### src/rtl/jpeg_mcu_scheduler.sv
// jpeg_mcu_scheduler: sequences decoded 8x8 coefficient blocks toward dequant/IDCT,
// tagging each with component, quant table, block-in-MCU index and MCU position.
// Optional feature: define JPEG_RESTART_EN to stall at restart-interval boundaries.
module jpeg_mcu_scheduler #(
    parameter int DIM_W = 16,
    parameter int RST_W = 16
) (
    input  logic             clk,
    input  logic             rst_n,
    input  logic             start_scan,
    input  logic [DIM_W-1:0] img_width,
    input  logic [DIM_W-1:0] img_height,
    input  logic [2:0]       h_samp0,
    input  logic [2:0]       v_samp0,
    input  logic [1:0]       quant_id0,
    input  logic [1:0]       quant_id1,
    input  logic [1:0]       quant_id2,
    input  logic             blk_in_valid,
    output logic             blk_in_ready,
    output logic             blk_out_valid,
    input  logic             blk_out_ready,
    output logic [1:0]       comp_idx,
    output logic [1:0]       q_sel,
    output logic [2:0]       blk_in_mcu,
    output logic [DIM_W-1:0] mcu_x,
    output logic [DIM_W-1:0] mcu_y,
    output logic             busy,
    output logic             frame_done
`ifdef JPEG_RESTART_EN
    ,
    input  logic [RST_W-1:0] restart_interval,
    output logic             rst_sync_req,
    input  logic             rst_sync_ack
`endif
);

    typedef enum logic [2:0] {
        S_IDLE,
        S_CALC,
        S_RUN,
`ifdef JPEG_RESTART_EN
        S_RST_WAIT,
`endif
        S_DONE
    } state_t;

    typedef enum logic [1:0] {
        M_444,
        M_422,
        M_420
    } mode_t;

    state_t           state_q, state_d;
    mode_t            mode_q;
    logic [DIM_W-1:0] width_q, height_q;
    logic [1:0]       qid0_q, qid1_q, qid2_q;
    logic [DIM_W-1:0] mcus_x_q, mcus_y_q;
    logic [1:0]       comp_q, qsel_q;
    logic [2:0]       blk_q;
    logic [DIM_W-1:0] mx_q, my_q;

    logic [2:0]       last_blk_idx, num_y_blks, nxt_blk;
    logic [1:0]       nxt_comp, nxt_qsel;
    logic             xfer, blk_last, x_last, y_last, frame_last, dims_zero;
    logic [DIM_W-1:0] mcus_x_calc, mcus_y_calc;

`ifdef JPEG_RESTART_EN
    logic [RST_W-1:0] mcu_cnt_q;
    logic             interval_hit;
`endif

    // ceil(v / 2^s) for the MCU sizes in use (8 or 16 pixels)
    function automatic logic [DIM_W-1:0] ceil_div(input logic [DIM_W-1:0] v, input logic by16);
        if (by16) ceil_div = DIM_W'(({1'b0, v} + (DIM_W+1)'(15)) >> 4);
        else      ceil_div = DIM_W'(({1'b0, v} + (DIM_W+1)'(7)) >> 3);
    endfunction

    // MCU geometry, handshake gating and next-tag derivation
    always_comb begin
        last_blk_idx = 3'd2;
        num_y_blks   = 3'd1;
        case (mode_q)
            M_420: begin last_blk_idx = 3'd5; num_y_blks = 3'd4; end
            M_422: begin last_blk_idx = 3'd3; num_y_blks = 3'd2; end
            default: ;
        endcase

        mcus_x_calc = ceil_div(width_q, mode_q != M_444);
        mcus_y_calc = ceil_div(height_q, mode_q == M_420);
        dims_zero   = (width_q == '0) || (height_q == '0);

        blk_in_ready  = blk_out_ready & (state_q == S_RUN) & ~start_scan;
        blk_out_valid = blk_in_valid & (state_q == S_RUN);
        xfer          = blk_in_valid & blk_in_ready;

        blk_last   = (blk_q == last_blk_idx);
        x_last     = (mx_q == mcus_x_q - DIM_W'(1));
        y_last     = (my_q == mcus_y_q - DIM_W'(1));
        frame_last = blk_last & x_last & y_last;

        nxt_blk  = blk_last ? 3'd0 : blk_q + 3'd1;
        nxt_comp = (nxt_blk < num_y_blks) ? 2'd0 : 2'(nxt_blk - num_y_blks + 3'd1);
        case (nxt_comp)
            2'd0:    nxt_qsel = qid0_q;
            2'd1:    nxt_qsel = qid1_q;
            default: nxt_qsel = qid2_q;
        endcase

`ifdef JPEG_RESTART_EN
        interval_hit = (restart_interval != '0) && (mcu_cnt_q + RST_W'(1) == restart_interval);
        rst_sync_req = (state_q == S_RST_WAIT);
`endif
    end

    // next-state logic; start_scan overrides whatever state is current
    always_comb begin
        state_d = state_q;
        case (state_q)
            S_IDLE: ;
            S_CALC: state_d = dims_zero ? S_DONE : S_RUN;
            S_RUN: begin
                if (xfer && frame_last) state_d = S_DONE;
`ifdef JPEG_RESTART_EN
                else if (xfer && blk_last && interval_hit) state_d = S_RST_WAIT;
            end
            S_RST_WAIT: begin
                if (rst_sync_ack) state_d = S_RUN;
`endif
            end
            S_DONE: state_d = S_IDLE;
            default: state_d = S_IDLE;
        endcase
        if (start_scan) state_d = S_CALC;
    end

    // state, latched configuration, MCU counts and block tags
    always_ff @(posedge clk) begin
        if (!rst_n) begin
            state_q  <= S_IDLE;
            mode_q   <= M_444;
            width_q  <= '0;
            height_q <= '0;
            qid0_q   <= '0;
            qid1_q   <= '0;
            qid2_q   <= '0;
            mcus_x_q <= '0;
            mcus_y_q <= '0;
            comp_q   <= '0;
            qsel_q   <= '0;
            blk_q    <= '0;
            mx_q     <= '0;
            my_q     <= '0;
`ifdef JPEG_RESTART_EN
            mcu_cnt_q <= '0;
`endif
        end else begin
            state_q <= state_d;
            if (start_scan) begin
                if (h_samp0 == 3'd2 && v_samp0 == 3'd2)      mode_q <= M_420;
                else if (h_samp0 == 3'd2 && v_samp0 == 3'd1) mode_q <= M_422;
                else                                         mode_q <= M_444;
                width_q  <= img_width;
                height_q <= img_height;
                qid0_q   <= quant_id0;
                qid1_q   <= quant_id1;
                qid2_q   <= quant_id2;
                comp_q   <= '0;
                qsel_q   <= '0;
                blk_q    <= '0;
                mx_q     <= '0;
                my_q     <= '0;
`ifdef JPEG_RESTART_EN
                mcu_cnt_q <= '0;
`endif
            end else if (state_q == S_CALC) begin
                mcus_x_q <= mcus_x_calc;
                mcus_y_q <= mcus_y_calc;
                // q_sel of block 0 is loaded here so it is valid on the first RUN cycle
                qsel_q   <= dims_zero ? 2'd0 : qid0_q;
            end else if (state_q == S_DONE) begin
                comp_q <= '0;
                qsel_q <= '0;
                blk_q  <= '0;
                mx_q   <= '0;
                my_q   <= '0;
            end else if (state_q == S_RUN && xfer && !frame_last) begin
                blk_q  <= nxt_blk;
                comp_q <= nxt_comp;
                qsel_q <= nxt_qsel;
                if (blk_last) begin
                    if (x_last) begin
                        mx_q <= '0;
                        my_q <= my_q + DIM_W'(1);
                    end else begin
                        mx_q <= mx_q + DIM_W'(1);
                    end
`ifdef JPEG_RESTART_EN
                    mcu_cnt_q <= mcu_cnt_q + RST_W'(1);
`endif
                end
            end
`ifdef JPEG_RESTART_EN
            else if (state_q == S_RST_WAIT && rst_sync_ack) begin
                mcu_cnt_q <= '0;
            end
`endif
        end
    end

    assign comp_idx   = comp_q;
    assign q_sel      = qsel_q;
    assign blk_in_mcu = blk_q;
    assign mcu_x      = mx_q;
    assign mcu_y      = my_q;
    assign busy       = (state_q != S_IDLE);
    assign frame_done = (state_q == S_DONE);

endmodule
### config.mk
export PLATFORM = sky130hd
export DESIGN_NAME = jpeg_mcu_scheduler
export DESIGN_NICKNAME = d
export VERILOG_FILES = /design/src/rtl/jpeg_mcu_scheduler.sv
export SDC_FILE = /design/constraint.sdc
export NUM_CORES = 1
export LEC_CHECK = 0
export ABC_AREA = 1
export BUFFER_PORTS_ARGS = -buffer_cell sky130_fd_sc_hd__buf_2
export CORE_ASPECT_RATIO = 0.7
export CORE_MARGIN = 1.5
export CORE_UTILIZATION = 45
export CTS_CLUSTER_DIAMETER = 30
export DETAILED_ROUTE_END_ITERATION = 16
export GPL_TIMING_DRIVEN = 0
export MAX_ROUTING_LAYER = met4
export SKIP_CTS_REPAIR_TIMING = 1
export SYNTH_ARGS = -nofsm -noshare
export SYNTH_HDL_FRONTEND = slang
export SYNTH_SLANG_ARGS = --single-unit
### constraint.sdc
create_clock -name clk -period 3.15 [get_ports clk]
set_clock_uncertainty 0.1 [all_clocks]
set_input_delay 0.315 -clock clk [delete_from_list [all_inputs] [get_ports clk]]
set_output_delay 0.315 -clock clk [all_outputs]
set_load 0.02 [all_outputs]
==> key figures <==
Outcome
  – Outcome: completed

Place
  – # placed instances: ~1.5k
  – IO Port Bufs: 90
  – Post-detailed-placement half-perimeter wirelength: around 18 mm
  – Gpl congestion: approximately 0.92

Critical path
  – Startpoint types: register
  – Cell mode on critical path: nand2_1
  – Reg2reg end: q_sel[1]
  – Reg2reg path depth: 15
  – Critical path class: register to register
  – Nature of the critical path endpoint: register
  – CP Data Required Time: 3.33 ns
  – Reg2Reg Setup Slack: 0.31 ns
  – Slowest CP cell: ha_1
  – Cell family with most CP delay: simple AND/OR/NAND/NOR gates
  – Crit-path cells: inv_1, ha_1, xnor2_1, nand2_1, nor2_4, nor2_1, ha_1, nand2_1, o21ai_0, nand2_1, nor2_2, nand2_1, o221ai_1, a22oi_1, a211oi_1
  – Worst r2r src: mode_q[0]
  – Arrival time worst endpoint: 3.01 ns
  – Crit path buffers/inverters: 1
  – Worst setup path endpoint: q_sel[1]
  – Crit Path Max Fanout: 6
  – Levels on crit path: 15
  – Critical path origin: mode_q[0]
  – CP max stage delay: 0.36 ns

Floorplan
  – Vert. Die Dim: 110.8 um
  – Core Rows: 39
  – Initial Utilization: 0.4585
  – Io pins: 92
  – Die Wd: 157.0 um
  – Placeable Area: between 15000 and 20000 sq um
  – Die ar.: 17400 sq um

Synthesis
  – Synth cell count leaders: 237 x nand2_1, 168 x nor2_1, 151 x inv_1, 116 x nand3_1, 109 x dfxtp_1
  – Top cells by area, synth: dfxtp_1 29%, nand2_1 12%, nor2_1 8.4%
  – Yosys Warn Count: 0
  – EDFF count, synth: 0
  – Synth Register Bits: 109
  – Syn Std Cell Area: 7473 sq um
  – Cells after Synth: 1191
  – Syn Area/Cell: 6.275 sq um
  – Post-synthesis sequential area ratio: 0.2920
  – Mapped Nets: between 1k and 1.5k
  – Cell taking the most area after synthesis: dfxtp_1
  – Post-synth ARST share: 0
  – Post-synth top area share: 0.2920
  – Prevailing post-synth register cell: dfxtp_1
  – Distinct cells, synth: 42
  – Top-count cell post-synth: nand2_1

Global route
  – Remaining global-route overflow: 0
  – Tot GR Track Use: 0.2707
  – Largest net degree at the start of global routing: 19
  – Vias in the first global route: about 7.2k
  – Initial antenna violation count: 0
  – Global-route wire length before repair: 36.40 mm

Layout
  – Area delta synth->final: 13.56%
  – N_diodes: 0
  – NumNets Final: 1357
  – Final Non-Filler Cells: roughly 1.5k
  – Share of cells above drive strength 1: 0.1104
  – Fillcell total: 1758
  – Register area: about 2200 sq um
  – Area of the multi-input gates: 4541 sq um

Power
  – Cell Pwr Density: 380.2 nW/um^2
  – Pleak: around 3.8 nW
  – VDD IR max: roughly 0.00022 V

Timing
  – Max Fclk: about 350 MHz
  – Max Transition Viols Final: 0
  – Final min period: ~2.8 ns
  – Worst relative slew slack: 0.5625
  – RSZ-0062 raised after global routing: no
  – Final worst-path cycle share: 0.9001
  – Final Setup Violations: 0
  – Final Hold Fails: 0
  – Worst slew pin tran: between 0.6 and 0.7 ns
  – Setup tns final: 0 ns

Drt
  – Drc violations: 0
  – Detailed Route Iter0 Violations: 569
  – DR pass1 iterations: 5
  – Routed wire length: approximately 22 mm
  – DR vias: 7914
  – DR WL/cell: 14.43 um
  – Antenna-violating nets left: 0
  – Vias per inst: ~5.2

CTS
  – Register clock-pin slew on the reported worst setup and hold paths: 0.08 ns
  – Root buf cell: clkbuf_16
  – Worst-Skew Late Latency: roughly 0.36 ns
  – CTS Buf Count: 9
  – CTS tree: yes
  – Clock sink count: roughly 110
  – H-Tree Depth: 3
  – Max clock buf depth: 2

Run
  – Max cap viols: 0

Min path
  – Hold Path Class: primary input to register
## sequential cells by signal (all words and copies together), names as in the netlist
name / cells
comp_idx: 2
state_q: 2
mcus_y_q: 14
qid2_q: 2
qid1_q: 2
width_q: 16
mcu_x: 16
mode_q: 2
blk_in_mcu: 3
mcus_x_q: 14
qid0_q: 2
q_sel: 2
mcu_y: 16
height_q: 16
## worst register-to-register path: stages, from the launching register on
cell and delay (ns):
dfxtp_1 0.34, inv_1 0.09, ha_1 0.36, xnor2_1 0.16, nand2_1 0.11, nor2_4 0.16
nor2_1 0.10, ha_1 0.32, nand2_1 0.05, o21ai_0 0.20, nand2_1 0.17, nor2_2 0.15
nand2_1 0.06, o221ai_1 0.07, a22oi_1 0.12, a211oi_1 0.22
## worst min path at each step
stage	startpoint	to	slack (ns)	depth (start not counted)
final	img_width[14]	width_q[14]	0.08	3
after detailed placement	qid2_q[0]	qid2_q[0]	0.36	2
after CTS	img_width[14]	width_q[14]	0.07	3
after global routing	img_width[1]	width_q[1]	0.09	3
after floorplan	qid2_q[0]	qid2_q[0]	0.33	2
after global placement	qid2_q[1]	qid2_q[1]	0.36	2
## report_power, final
group	total [mW]	internal, mW	switching (mW)
clock	1.12	0.543	0.574
sequential	1.48	1.43	0.0541
combinational	0.627	0.224	0.402
total	3.23	2.20	1.03
## final cells by class
class,instances,area share
plain buffers,40,0.02152
clock buffers,9,0.02654
clock inverters,6,0.005602
inverters,153,0.06796
multi-input cells,888,0.5350
flip-flops and latches,109,0.2571
well taps,225,0.03317
repair buffers,90,0.05307
## placed cells by master, fill, tap and decap left out, types with 6 or more instances in the layout
master / n
o21ai_0: 87
dfxtp_1: 109
clkbuf_16: 9
a21oi_1: 86
xor2_1: 44
nand2_2: 9
nor2_2: 7
nor3b_1: 6
nor4_1: 10
nand2_1: 237
o211ai_1: 17
nand4_1: 18
xnor2_1: 14
nand3_1: 116
clkbuf_1: 32
nor2_1: 165
inv_1: 150
buf_2: 91
nor3_1: 18
ha_1: 17
## logic make-up (layout without fill, tap and decap cells)
| family | after synthesis | in the layout | share of synthesized area |
|---|---|---|---|
| XOR/XNOR | 58 | 58 | 0.06797 |
| buffers and inverters | 194 | 298 | 0.1021 |
| flip-flops | 109 | 109 | 0.2920 |
| AO/OA/AOI/OAI | 208 | 208 | 0.1515 |
| adder cells (fa/ha/maj) | 17 | 17 | 0.02846 |
| AND/OR/NAND/NOR | 605 | 605 | 0.3579 |
## per-layer routing
layer | vias to the layer above | wire length, um | track usage
li1 | 4103 | - | -
met4 | 0 | 238 | 0.05220
met5 | - | 0 | -
met2 | 195 | 9454 | 0.4100
met1 | 3598 | 11110 | 0.3838
met3 | 18 | 1122 | 0.03987
## per-stage QoR
| stage | setup slack, ns | total power, mW | hold WS, ns | utilization | instance area, sq um |
|---|---|---|---|---|---|
| 2_1_floorplan | 0.5796 | 1.974 | 0.3342 | - | 7473 |
| 3_3_place_gp | 0.1365 | 2.131 | 0.3577 | 0.5035 | 8205 |
| 3_5_place_dp | 0.1140 | 2.138 | 0.3615 | 0.5035 | 8205 |
| 5_1_grt | 0.01896 | 3.405 | 0.08596 | 0.5207 | 8487 |
| 6_report | 0.3146 | 3.227 | 0.07868 | 0.5207 | 8487 |
| 4_1_cts | 0.08767 | 3.242 | 0.06996 | 0.5202 | 8478 |
(Power assumes the default switching activity.)
